`config.mk`:
```
export PLATFORM = sky130hd
export DESIGN_NAME = id_ex_pipe
export DESIGN_NICKNAME = d
export VERILOG_FILES = /design/src/rtl/id_ex_pkg.sv /design/src/rtl/pipe_skid_buf.sv /design/src/rtl/id_ex_pipe.sv
export SDC_FILE = /design/constraint.sdc
export NUM_CORES = 1
export LEC_CHECK = 0
export CAP_MARGIN = 20
export CORE_MARGIN = 2
export CORE_UTILIZATION = 30
export DETAILED_ROUTE_END_ITERATION = 16
export SETUP_SLACK_MARGIN = 0.3
export SLEW_MARGIN = 5
export SYNTH_ARGS = -nofsm -noshare
export SYNTH_HDL_FRONTEND = slang
export SYNTH_SLANG_ARGS = --single-unit
```
`constraint.sdc`:
```
create_clock -name clk -period 1.61 [get_ports clk]
set_input_delay 0.161 -clock clk [delete_from_list [all_inputs] [get_ports clk]]
set_output_delay 0.161 -clock clk [all_outputs]
set_load 0.02 [all_outputs]
```
`src/rtl/id_ex_pkg.sv`:
```
// Shared widths, NOP encodings, payload layout and FSM states for the ID->EX pipe.
// The optional ID_EX_SKID_BUF_EN build uses ST_FULL_SKID; the base build never enters it.
package id_ex_pkg;

  localparam int XLEN_DEF     = 32;
  localparam int ALUOP_W_DEF  = 7;
  localparam int ALUSEL_W_DEF = 3;
  localparam int REG_AW_DEF   = 5;
  localparam int CNT_W_DEF    = 16;

  localparam logic [ALUOP_W_DEF-1:0]  ALUOP_NOP  = '0;
  localparam logic [ALUSEL_W_DEF-1:0] ALUSEL_NOP = '0;

  localparam int PAYLOAD_W = ALUOP_W_DEF + ALUSEL_W_DEF + 3*XLEN_DEF + REG_AW_DEF + 1;

  // Field order matches the concatenation used in id_ex_pipe (MSB first).
  typedef struct packed {
    logic [ALUOP_W_DEF-1:0]  aluop;
    logic [ALUSEL_W_DEF-1:0] alusel;
    logic [XLEN_DEF-1:0]     reg1;
    logic [XLEN_DEF-1:0]     reg2;
    logic [XLEN_DEF-1:0]     reg_last;
    logic [REG_AW_DEF-1:0]   wd;
    logic                    wreg;
  } id_ex_payload_t;

  typedef enum logic [1:0] {
    ST_EMPTY     = 2'd0,
    ST_FULL      = 2'd1,
    ST_FULL_SKID = 2'd2
  } pipe_state_e;

  function automatic int payload_width(input int xlen, input int aluop_w,
                                       input int alusel_w, input int reg_aw);
    return aluop_w + alusel_w + 3*xlen + reg_aw + 1;
  endfunction

endpackage

```
`src/rtl/pipe_skid_buf.sv`:
```
// Generic valid/ready pipeline register with synchronous flush.
// Defining ID_EX_SKID_BUF_EN adds a one-entry skid so up_ready comes from a flop.
//
// state        | meaning
// ST_EMPTY     | no payload held, dn_valid=0, output zeroed
// ST_FULL      | output register holds the oldest payload
// ST_FULL_SKID | output and skid both hold payloads (skid build only)
module pipe_skid_buf
  import id_ex_pkg::*;
#(
  parameter int W = PAYLOAD_W
) (
  input  logic         clk,
  input  logic         rst_n,
  input  logic         flush,
  input  logic         up_valid,
  output logic         up_ready,
  input  logic [W-1:0] up_data,
  output logic         dn_valid,
  input  logic         dn_ready,
  output logic [W-1:0] dn_data
);

  pipe_state_e state_q, state_d;
  logic        up_acc;
  logic        dn_take;
  logic        load_out;
  logic        clear_out;

`ifdef ID_EX_SKID_BUF_EN
  logic         ready_q;
  logic [W-1:0] skid_q;
  logic         load_skid;
  logic         skid_to_out;
  logic         clear_skid;

  assign up_ready = ready_q;
`else
  assign up_ready = (state_q == ST_EMPTY) | dn_ready;
`endif

  assign dn_valid = (state_q != ST_EMPTY);
  assign up_acc   = up_valid & up_ready;
  assign dn_take  = dn_valid & dn_ready;

  always_ff @(posedge clk or negedge rst_n) begin
    if (!rst_n) state_q <= ST_EMPTY;
    else        state_q <= state_d;
  end

  always_comb begin
    state_d   = state_q;
    load_out  = 1'b0;
    clear_out = 1'b0;
`ifdef ID_EX_SKID_BUF_EN
    load_skid   = 1'b0;
    skid_to_out = 1'b0;
    clear_skid  = 1'b0;
`endif
    if (flush) begin
      state_d   = ST_EMPTY;
      clear_out = 1'b1;
`ifdef ID_EX_SKID_BUF_EN
      clear_skid = 1'b1;
`endif
    end else begin
      case (state_q)
        ST_EMPTY: begin
          if (up_acc) begin
            state_d  = ST_FULL;
            load_out = 1'b1;
          end
        end
        ST_FULL: begin
          if (dn_take && up_acc) begin
            load_out = 1'b1;
          end else if (dn_take) begin
            state_d   = ST_EMPTY;
            clear_out = 1'b1;
          end
`ifdef ID_EX_SKID_BUF_EN
          else if (up_acc) begin
            state_d   = ST_FULL_SKID;
            load_skid = 1'b1;
          end
`endif
        end
`ifdef ID_EX_SKID_BUF_EN
        ST_FULL_SKID: begin
          // up_ready is low here, so the only move is draining the skid forward.
          if (dn_take) begin
            state_d     = ST_FULL;
            skid_to_out = 1'b1;
            clear_skid  = 1'b1;
          end
        end
`endif
        default: begin
          state_d   = ST_EMPTY;
          clear_out = 1'b1;
        end
      endcase
    end
  end

  always_ff @(posedge clk or negedge rst_n) begin
    if (!rst_n)          dn_data <= '0;
    else if (clear_out)  dn_data <= '0;
    else if (load_out)   dn_data <= up_data;
`ifdef ID_EX_SKID_BUF_EN
    else if (skid_to_out) dn_data <= skid_q;
`endif
  end

`ifdef ID_EX_SKID_BUF_EN
  always_ff @(posedge clk or negedge rst_n) begin
    if (!rst_n)          skid_q <= '0;
    else if (clear_skid) skid_q <= '0;
    else if (load_skid)  skid_q <= up_data;
  end

  // Registered ready: high exactly when the skid will be empty next cycle.
  always_ff @(posedge clk or negedge rst_n) begin
    if (!rst_n) ready_q <= 1'b1;
    else        ready_q <= (state_d != ST_FULL_SKID);
  end
`endif

endmodule

```
`src/rtl/id_ex_pipe.sv`:
```
// ID->EX pipeline register: payload packing, bubble gating and saturating stall counter.
// Define ID_EX_SKID_BUF_EN to add a one-entry skid buffer with a registered id_ready.
module id_ex_pipe
  import id_ex_pkg::*;
#(
  parameter int XLEN     = XLEN_DEF,
  parameter int ALUOP_W  = ALUOP_W_DEF,
  parameter int ALUSEL_W = ALUSEL_W_DEF,
  parameter int REG_AW   = REG_AW_DEF,
  parameter int CNT_W    = CNT_W_DEF
) (
  input  logic                clk,
  input  logic                rst_n,
  input  logic                flush,
  input  logic                id_valid,
  output logic                id_ready,
  input  logic [ALUOP_W-1:0]  id_aluop,
  input  logic [ALUSEL_W-1:0] id_alusel,
  input  logic [XLEN-1:0]     id_reg1,
  input  logic [XLEN-1:0]     id_reg2,
  input  logic [XLEN-1:0]     id_reg_last,
  input  logic [REG_AW-1:0]   id_wd,
  input  logic                id_wreg,
  output logic                ex_valid,
  input  logic                ex_ready,
  output logic [ALUOP_W-1:0]  ex_aluop,
  output logic [ALUSEL_W-1:0] ex_alusel,
  output logic [XLEN-1:0]     ex_reg1,
  output logic [XLEN-1:0]     ex_reg2,
  output logic [XLEN-1:0]     ex_reg_last,
  output logic [REG_AW-1:0]   ex_wd,
  output logic                ex_wreg,
  output logic [CNT_W-1:0]    stall_cnt
);

  localparam int PW = payload_width(XLEN, ALUOP_W, ALUSEL_W, REG_AW);

  logic [PW-1:0]       id_payload;
  logic [PW-1:0]       ex_payload;
  logic [ALUOP_W-1:0]  pl_aluop;
  logic [ALUSEL_W-1:0] pl_alusel;
  logic                pl_wreg;

  assign id_payload = {id_aluop, id_alusel, id_reg1, id_reg2, id_reg_last, id_wd, id_wreg};

  pipe_skid_buf #(
    .W (PW)
  ) u_buf (
    .clk      (clk),
    .rst_n    (rst_n),
    .flush    (flush),
    .up_valid (id_valid),
    .up_ready (id_ready),
    .up_data  (id_payload),
    .dn_valid (ex_valid),
    .dn_ready (ex_ready),
    .dn_data  (ex_payload)
  );

  assign {pl_aluop, pl_alusel, ex_reg1, ex_reg2, ex_reg_last, ex_wd, pl_wreg} = ex_payload;

  // Buffer already zeroes empty entries; the gating makes the bubble rule explicit at the port.
  assign ex_aluop  = ex_valid ? pl_aluop  : ALUOP_W'(ALUOP_NOP);
  assign ex_alusel = ex_valid ? pl_alusel : ALUSEL_W'(ALUSEL_NOP);
  assign ex_wreg   = ex_valid & pl_wreg;

  always_ff @(posedge clk or negedge rst_n) begin
    if (!rst_n) begin
      stall_cnt <= '0;
    end else if (ex_valid && !ex_ready && (stall_cnt != {CNT_W{1'b1}})) begin
      stall_cnt <= stall_cnt + CNT_W'(1);
    end
  end

endmodule

```
## Word level (Yosys, flattened, before mapping)

Index checks and enable logic that the tools add are counted.

- Bits in registers: 130
- Output and inout bits: 130

- Add/sub/neg operators: 1
- Eq/ne operators: 5
- Multiplexer cells: 17
- Bitwise gates (word level): 4
- Reduce and logical (&&, ||, !) cells: 8

Operator list:

| operator | count |
|---|---|
| 112-bit two-way mux | 2 |
| 16-bit by 1-bit adder with 16-bit output, second input constant | 1 |
| 16-bit != test, second input constant | 1 |
| 2-bit two-way mux | 4 |
| 7-bit two-way mux | 1 |
| 1-bit two-way mux | 6 |
| 3-bit by 2-bit != test with 1-bit output, second input constant | 2 |
| 1-bit one-hot mux with 2 select lines | 2 |
| 2-bit one-hot mux with 2 select lines | 1 |
| 2-bit nonzero test | 2 |
| 1-bit AND | 3 |
| 1-bit logical AND | 3 |
| 3-bit two-way mux | 1 |
| 3-bit != test, second input constant | 1 |
| 3-bit AND reduction | 1 |
| 2-bit by 1-bit equality test with 1-bit output, second input constant | 1 |
| 2-bit zero test | 1 |
| 1-bit zero test | 1 |
| 1-bit OR | 1 |

## Depth between registers and ports, before layout

Gate-level depths: netlist (run 1).

- Word-level depth: 9
- Depth in mapped cells: 8

## Modules after synthesis

From an unflattened synthesis (run 1), not the netlist that was laid out.

- Cells, all modules: 740
- Area, all modules: 8518.2 um^2

By module, submodules not included:

| module | times used | cells an instance | area an instance (um^2) | sequential area each (um^2) |
|---|---|---|---|---|
| pipe_skid_buf | 1 | 652 | 7623.6 | 2827.7 |
| id_ex_pipe | 1 | 88 | 894.6 | 400.4 |

## Worst setup path before layout (run 1)

OpenSTA, ideal clock, no wires.

- Path kind: register to register
- Start point: register stall_cnt[0]
- End point: register stall_cnt[1]
- Library setup time: 0.125 ns
- Arrival: 1.707 ns
- Data required time: 1.485 ns
- Path slack: -0.222 ns
- Cell stages (with the launch flop): 6
- Buffers on the path: 1
- Period minus slack after synthesis: 1.832 ns
- Path through: dfrtp_1 ha_1 nand4_1 o41a_1 buf_6 mux2_4

- Word-level cells in the longest chain between the ends: 2
- Elaborated cells on any way between the ends: 3

RTL lines:

| element | line | text |
|---|---|---|
| from (decl) | id_ex_pipe.sv:33 | `output logic [CNT_W-1:0] stall_cnt` |
| from (signal assigned) | id_ex_pipe.sv:71 | `stall_cnt <= stall_cnt + CNT_W'(1);` |
| branches (longest 2 deep; another with 16-bit by 1-bit adder with 16-bit output) | -- |  |

Several ways; the timed one is not identified.
A chain may end at the register's enable or synchronous reset.

## Worst setup path in the final report (run 1)

- Start point: register stall_cnt[1]
- End point: register stall_cnt[1]

Same word-level chain as after synthesis.

==> run metrics, run 1 <==
Sink Count 129; GRT Resource Usage Total 20.47%; setup TNS 0 ns; clock buffer depth 2; status completed; vias in the first global route 5,733; Critical Path End Type flop; # IOs 247; Worst Path Max Fanout 5; CP peak stage delay 0.40 ns; CTS root buf clkbuf_16; number of max-cap violations 0; Final ANT Viol Nets 0; Period Utilization, post-route 99.88%; Die X 145.7 µm; Starting Density 30.76%; Worst setup SP type flop; WP data arrival 1.91 ns; floorplan core area 19,590 µm²; r2r worst-path depth 5; final instance area 11,940 µm²; Syn. warnings 0; number of synthesized register bits 129; CP delay by family, top compound AO/OA/AOI/OAI gates; multiplexer share of the synthesized area 0.4360%; xor/xnor share of the synthesized area 2.035%; max frequency 621.9 MHz; compound-cell area share of the yosys netlist 9.759%; placed cell areas 8318 µm²; crit-path cells ha_4 -> nand4_1 -> o41a_1 -> buf_6 -> mux2_4; Synth area leader dfrtp_1; Cell Area, Synth 6026 µm²; DIE AREA 21,240 µm²; largest family of logic cells by synthesized area simple AND/OR/NAND/NOR gates; Post-Synthesis Cells 674; Worst Tran Pin Value 0.4321 ns; sequential area share after synthesis 53.57%; layout cells sized above 1 56.73%; global placement routability congestion 0.7857; # rows 51; worst path bufs/invs 1; Worst-Skew Late Latency 0.42 ns; Max Clock Skew 0.01877 ns; pin count of the biggest net entering global routing 73; first-pass GRT wire length 33,560 µm; Leak 0.005692 µW; Fill cells 1,595; DRT Pass-1 Iters 4; syn avg cell area 8.940 µm²; clock-pin slew of the registers on the worst-case setup and hold paths 0.06 ns; Relative slew margins 71.19%; synth unique cells 27; RSZ-0062 raised after global routing true; VDD IR max 0.0007826 V; Cells after DPL 1,079; Iteration-0 DRC Markers 137; n_diodes 0; Simple-Gate Fraction of Synth Area 18.36%; Setup Slack @ Placement -0.09390 ns; post-synthesis adder-cell area fraction 0.2076%; top-area cell type share of the netlist area 53.57%; Worst EP required 1.92 ns; Worst Hold Class primary input to asynchronous set/reset pin; P&R area growth vs syn 98.07%; initial antenna violation count 0; Pwr Density 881.3 nW/µm²; CTS tree built; gr ovfl total 0; Final Slew Violations 0; CP max-delay cell o41a_1; Min Clock Period, post-route 1.608 ns; WS Path Type flop to flop; vias per cell 4.650; Num CTS Buffers 17; DRC errors left 0; vias 5,552; Die Ht 145.7 µm; Crit path depth 5; Port Buf Inserts 246; Fin. Hold Viols 0; CTS H-tree depth 4; fin cells 1,194; drt wl/cell 19.53 µm; Routed WL 23,320 µm; final worst setup slack 0.001980 ns; Final nets 1,034; top cells by area, synth dfrtp_1 54%, nand2_1 14%, buf_4 13%, a21oi_1 9.3%, xnor2_1 1.6%; detailed placement HPWL 11,150 µm; final setup violation count 0; syn nets 792
cells in the mapped netlist:
cell type  count
clkbuf_1      19
mux2_4         1
xnor2_1       11
nor4_1         1
or4_1          1
xor2_1         3
nand3_1        5
and4_1         1
buf_4        102
o41a_1         1
o2111ai_1      1
mux2_2         1
buf_6          1
inv_1          1
nor3_1         2
nand2b_1       1
nand2_1      232
ha_1           1
nor2_1         5
and2_1        13
nor2b_2        1
a21oi_1      112
o21bai_1       1
and3_1         2
dfrtp_1      129
buf_2         18
nand4_1        8
power breakdown:
part,switching [µW],internal [µW],total (µW)
Clock,1500,2440,3940
Combinational,1440,1510,2940
Sequential,171,3470,3640
Total,3110,7410,10500
what timing repair did:
action / CTS / global route
gates cloned: 26 / 7
resized for setup: 487 / 385
setup buffers: 40 / 9
endpoints found under the setup margin: 258 / 207
pin swaps: 67 / 128
endpoints found under the hold margin: 129 / 0
hold buffers: 1 / 0
routing by layer:
layer | share of wire, % | wire [µm] | track usage, %
met3 | 6.3 | 1463 | 5.862
met2 | 49 | 11360 | 33.14
met1 | 44 | 10160 | 27.10
met5 | 0 | 0 | 0
met4 | 1.4 | 328 | 5.098
through the flow:
step	hold WS [ns]	utilization [%]	total power (µW)
floorplan	-0.1346	-	4643
global placement	-0.004650	42.46	5506
detailed placement	-0.004400	42.46	5520
CTS	0.09437	54.88	10090
global route	0.1054	60.92	10930
finish	0.1019	60.92	10520
logic make-up after synthesis:
logic type | after synthesis
flip-flops | 129
AO/OA/AOI/OAI | 115
AND/OR/NAND/NOR | 272
XOR/XNOR | 14
adder cells (fa/ha/maj) | 1
buffers and inverters | 141
multiplexers | 2
area by class of cell:
type	count	area (µm²)	share of cell area, %
Timing Repair Buffer	362	4198	35.17
Multi-Input combinational cell	405	3558	29.81
Sequential cell	129	3244	27.18
Clock buffer	19	432.9	3.627
Tap cell	265	331.6	2.778
Clock inverter	13	163.9	1.373
Inverter	1	6.256	0.05242
cell usage in the layout, fill, tap and decap left out, drive strengths merged, types with 8 or more instances in the layout:
cell type      synthesis  final
a21oi                112    112
and2                  13     14
clkdlybuf4s50          0    115
xnor2                 11     11
buf                  121    138
dfrtp                129    129
nand4                  8      8
dlygate4sd2            0     27
nand2                232    232
clkdlybuf4s15          0     39
clkbuf                19     61
worst paths after layout:
check | from | endpoint | slack, ns
setup / recovery | stall_cnt[1] | stall_cnt[1] | 0.002
hold / removal | rst_n | stall_cnt[2] | 0.10
hold reg to reg | stall_cnt[15] | stall_cnt[15] | 0.51
min in group clk | id_wd[0] | u_buf.dn_data[1] | 0.32
max in group asynchronous | rst_n | u_buf.dn_data[13] | 0.85
setup reg to reg | stall_cnt[1] | stall_cnt[1] | 0.002
sequential cells by signal, summed over array words and instances, names as in the netlist:
name and flops:
u_buf.dn_data 112, u_buf.state_q 1, stall_cnt 16
Note: power is estimated with default switching activity, not from simulation.
==> run 2: changes to the inputs <==
--- a/config.mk
+++ b/config.mk
@@ -6,9 +6,9 @@
 export NUM_CORES = 1
 export LEC_CHECK = 0
 export CAP_MARGIN = 20
-export CORE_MARGIN = 2
 export CORE_UTILIZATION = 30
 export DETAILED_ROUTE_END_ITERATION = 16
+export DONT_BUFFER_PORTS = 1
 export SETUP_SLACK_MARGIN = 0.3
 export SLEW_MARGIN = 5
 export SYNTH_ARGS = -nofsm -noshare
==> run metrics, run 2 (synthesis gave the netlist of run 1 again) <==
reg-to-reg startpoint stall_cnt[1]; Sink Count 129 (unchanged); vias per cell 4.834 (+4.0%); CP peak stage delay 0.44 ns (+0.04 ns); hold slack -0.5581 ns (-0.6599 ns); wl on met1 9018 µm (-11%); Max Clock Skew 0.01099 ns (-0.007784 ns); crit path launch stall_cnt[1]; floorplan core area 19,590 µm² (unchanged); Final nets 886 (-14%); RSZ-0062 raised after global routing true; Relative slew margins 74.98% (+3.8 points); pin count of the biggest net entering global routing 130 (+78%); setup TNS -0.2175 ns (-0.2175 ns); RR Endpoint stall_cnt[15]; CP delay by family, top simple AND/OR/NAND/NOR gates; # IOs 247 (unchanged); CTS H-tree depth 4 (unchanged); switching power 2692 µW (-13%); largest register by flop count u_buf.dn_data; drt wl/cell 20.59 µm (+5.5%); layout cells sized above 1 32.82% (-24 points); DIE AREA 20,660 µm² (-2.7%); Crit path depth 6 (+1); max reg flops 112 (unchanged); Die X 143.7 µm (-1.4%); vias 5,052 (-9.0%); Die Ht 143.7 µm (-1.4%); # rows 51 (unchanged); Period Utilization, post-route 102.6% (+2.7 points); worst setup path end stall_cnt[15]; Starting Density 30.76% (unchanged); r2r worst-path depth 6 (+1); max frequency 605.5 MHz (-2.6%); Top Metal Used met4; crit-path cells ha_4 -> nand4_1 -> buf_4 -> or4_4 -> nand4_1 -> xnor2_1; total power 9914 µW (-5.7%); WP data arrival 1.98 ns (+0.07 ns); Sw Share 27.16% (-2.4 points); Worst setup SP type flop; gr ovfl total 0 (unchanged); routed wl met2 10,340 µm (-9.0%); Fill cells 1,676 (+5.1%); WS Path Type flop to flop; final instance area 9482 µm² (-21%); Final ANT Viol Nets 0 (unchanged); Port Buf Inserts 0 (-100%); internal cell power 7222 µW (-2.5%); Fin. Hold Viols 129 (+129); Leak 0.004129 µW (-27%); CP max-delay cell or4_4; Comb pwr share 19.7% (-8.3 points); worst path bufs/invs 1 (unchanged); detailed placement HPWL 9494 µm (-15%); most common cell after layout, fill and taps aside nand2_1; most frequent cells in the layout 207 x nand2_1, 116 x dfrtp_1, 114 x dlygate4sd3_1, 57 x a21oi_2, 50 x a21oi_1; fin util 48.40% (-13 points); P&R area growth vs syn 57.35%; CTS tree built; first-pass GRT wire length 30,030 µm (-11%); Iteration-0 DRC Markers 215 (+57%); final setup violation count 12 (+12); Worst Tran Pin Value 0.3753 ns (-0.05674 ns); GRT Resource Usage Total 19.92% (-0.55 points); status finished with violations; Clock power frac 41.8% (+4.4 points); vias in the first global route 5,312 (-7.3%); cts hold-fix bufs 114 (+113); clock buffer depth 2 (unchanged); flop2flop setup slack -0.04 ns (-0.04 ns); Num CTS Buffers 17 (unchanged); Worst Hold Class primary input to asynchronous set/reset pin; Critical Path End Type flop; DRC errors left 0 (unchanged); clock-pin slew of the registers on the worst-case setup and hold paths 0.06 ns (about the same); met3 wire len 1788 µm (+22%); Worst path most repeated cell nand4_1; VDD IR max 0.0006737 V (-14%); placed cell areas 5798 µm² (-30%); biggest regs u_buf.dn_data x112, stall_cnt x16, u_buf.state_q x1; Worst Path Max Fanout 3 (-2); n_diodes 0 (unchanged); Worst EP required 1.94 ns (+0.02 ns); CTS root buf clkbuf_16; sequential share of power 38.5% (+3.9 points); Final Slew Violations 0 (unchanged); final worst setup slack -0.04165 ns (-0.04363 ns); number of max-cap violations 0 (unchanged); Routed WL 21,520 µm (-7.7%); DRT Pass-1 Iters 4 (unchanged); Worst-Skew Late Latency 0.41 ns (about the same); Min Clock Period, post-route 1.652 ns (+0.04363 ns); failing checks negative hold slack, negative setup slack; initial antenna violation count 0 (unchanged); Pwr Density 1046 nW/µm² (+19%); global placement routability congestion 0.7861 (about the same)
-- run 2: final cells by class --
type                    instances  area (µm²)  area share (%)
flip-flops and latches        129        3244           34.22
repair buffers                214        2836           29.92
multi-input cells             405        2432           25.65
clock buffers                  21       470.5           4.962
well taps                     265       331.6           3.497
clock inverters                10       157.7           1.663
inverters                       1       8.758         0.09237
-- run 2: worst min-delay path by stage --
| stage | end | slack, ns |
|---|---|---|
| finish | u_buf.dn_data[110] | -0.56 |
| global route | u_buf.dn_data[110] | -0.59 |
| CTS | u_buf.dn_data[106] | -0.58 |
| detailed placement | u_buf.dn_data[106] | -0.13 |
| global placement | u_buf.dn_data[106] | -0.13 |
| floorplan | stall_cnt[0] | -0.13 |
-- run 2: power by group through the flow --
stage	combinational, µW	clock, µW	sequential (µW)
floorplan	896	0	3750
global placement	851	0	3870
detailed placement	874	0	3870
CTS	1840	4230	3810
global route	2060	4360	3840
finish	1950	4150	3820
-- run 2: worst reg2reg max path, cell delays in order, from the launching register on --
cell	delay, ns
dfrtp_2	0.38
ha_4	0.13
nand4_1	0.18
buf_4	0.21
or4_4	0.44
nand4_1	0.12
xnor2_1	0.12
-- run 2: timing repair --
action | in CTS | in global routing
cloned | 28 | 2
pin swaps | 35 | 13
endpoints found under the hold margin | 242 | 129
setup endpoints to repair | 139 | 141
gates resized for setup | 170 | 27
setup buffers | 35 | 5
-- run 2: metrics by stage --
| stage | hold slack [ns] | worst slack [ns] | instances |
|---|---|---|---|
| 3_3_place_gp | -0.1316 | 0.02866 | 830 |
| 5_1_grt | -0.5899 | -0.1244 | 1045 |
| 6_report | -0.5581 | -0.04165 | 1045 |
| 2_1_floorplan | -0.1346 | -0.005575 | 674 |
| 3_5_place_dp | -0.1312 | -0.003795 | 830 |
| 4_1_cts | -0.5809 | 0.01473 | 1038 |
-- run 2: per-layer routing --
metal,track usage (%),vias to the layer above
li1,-,2268
met1,24.06,2516
met2,33.06,240
met3,7.031,28
met4,6.215,0
met5,0,-
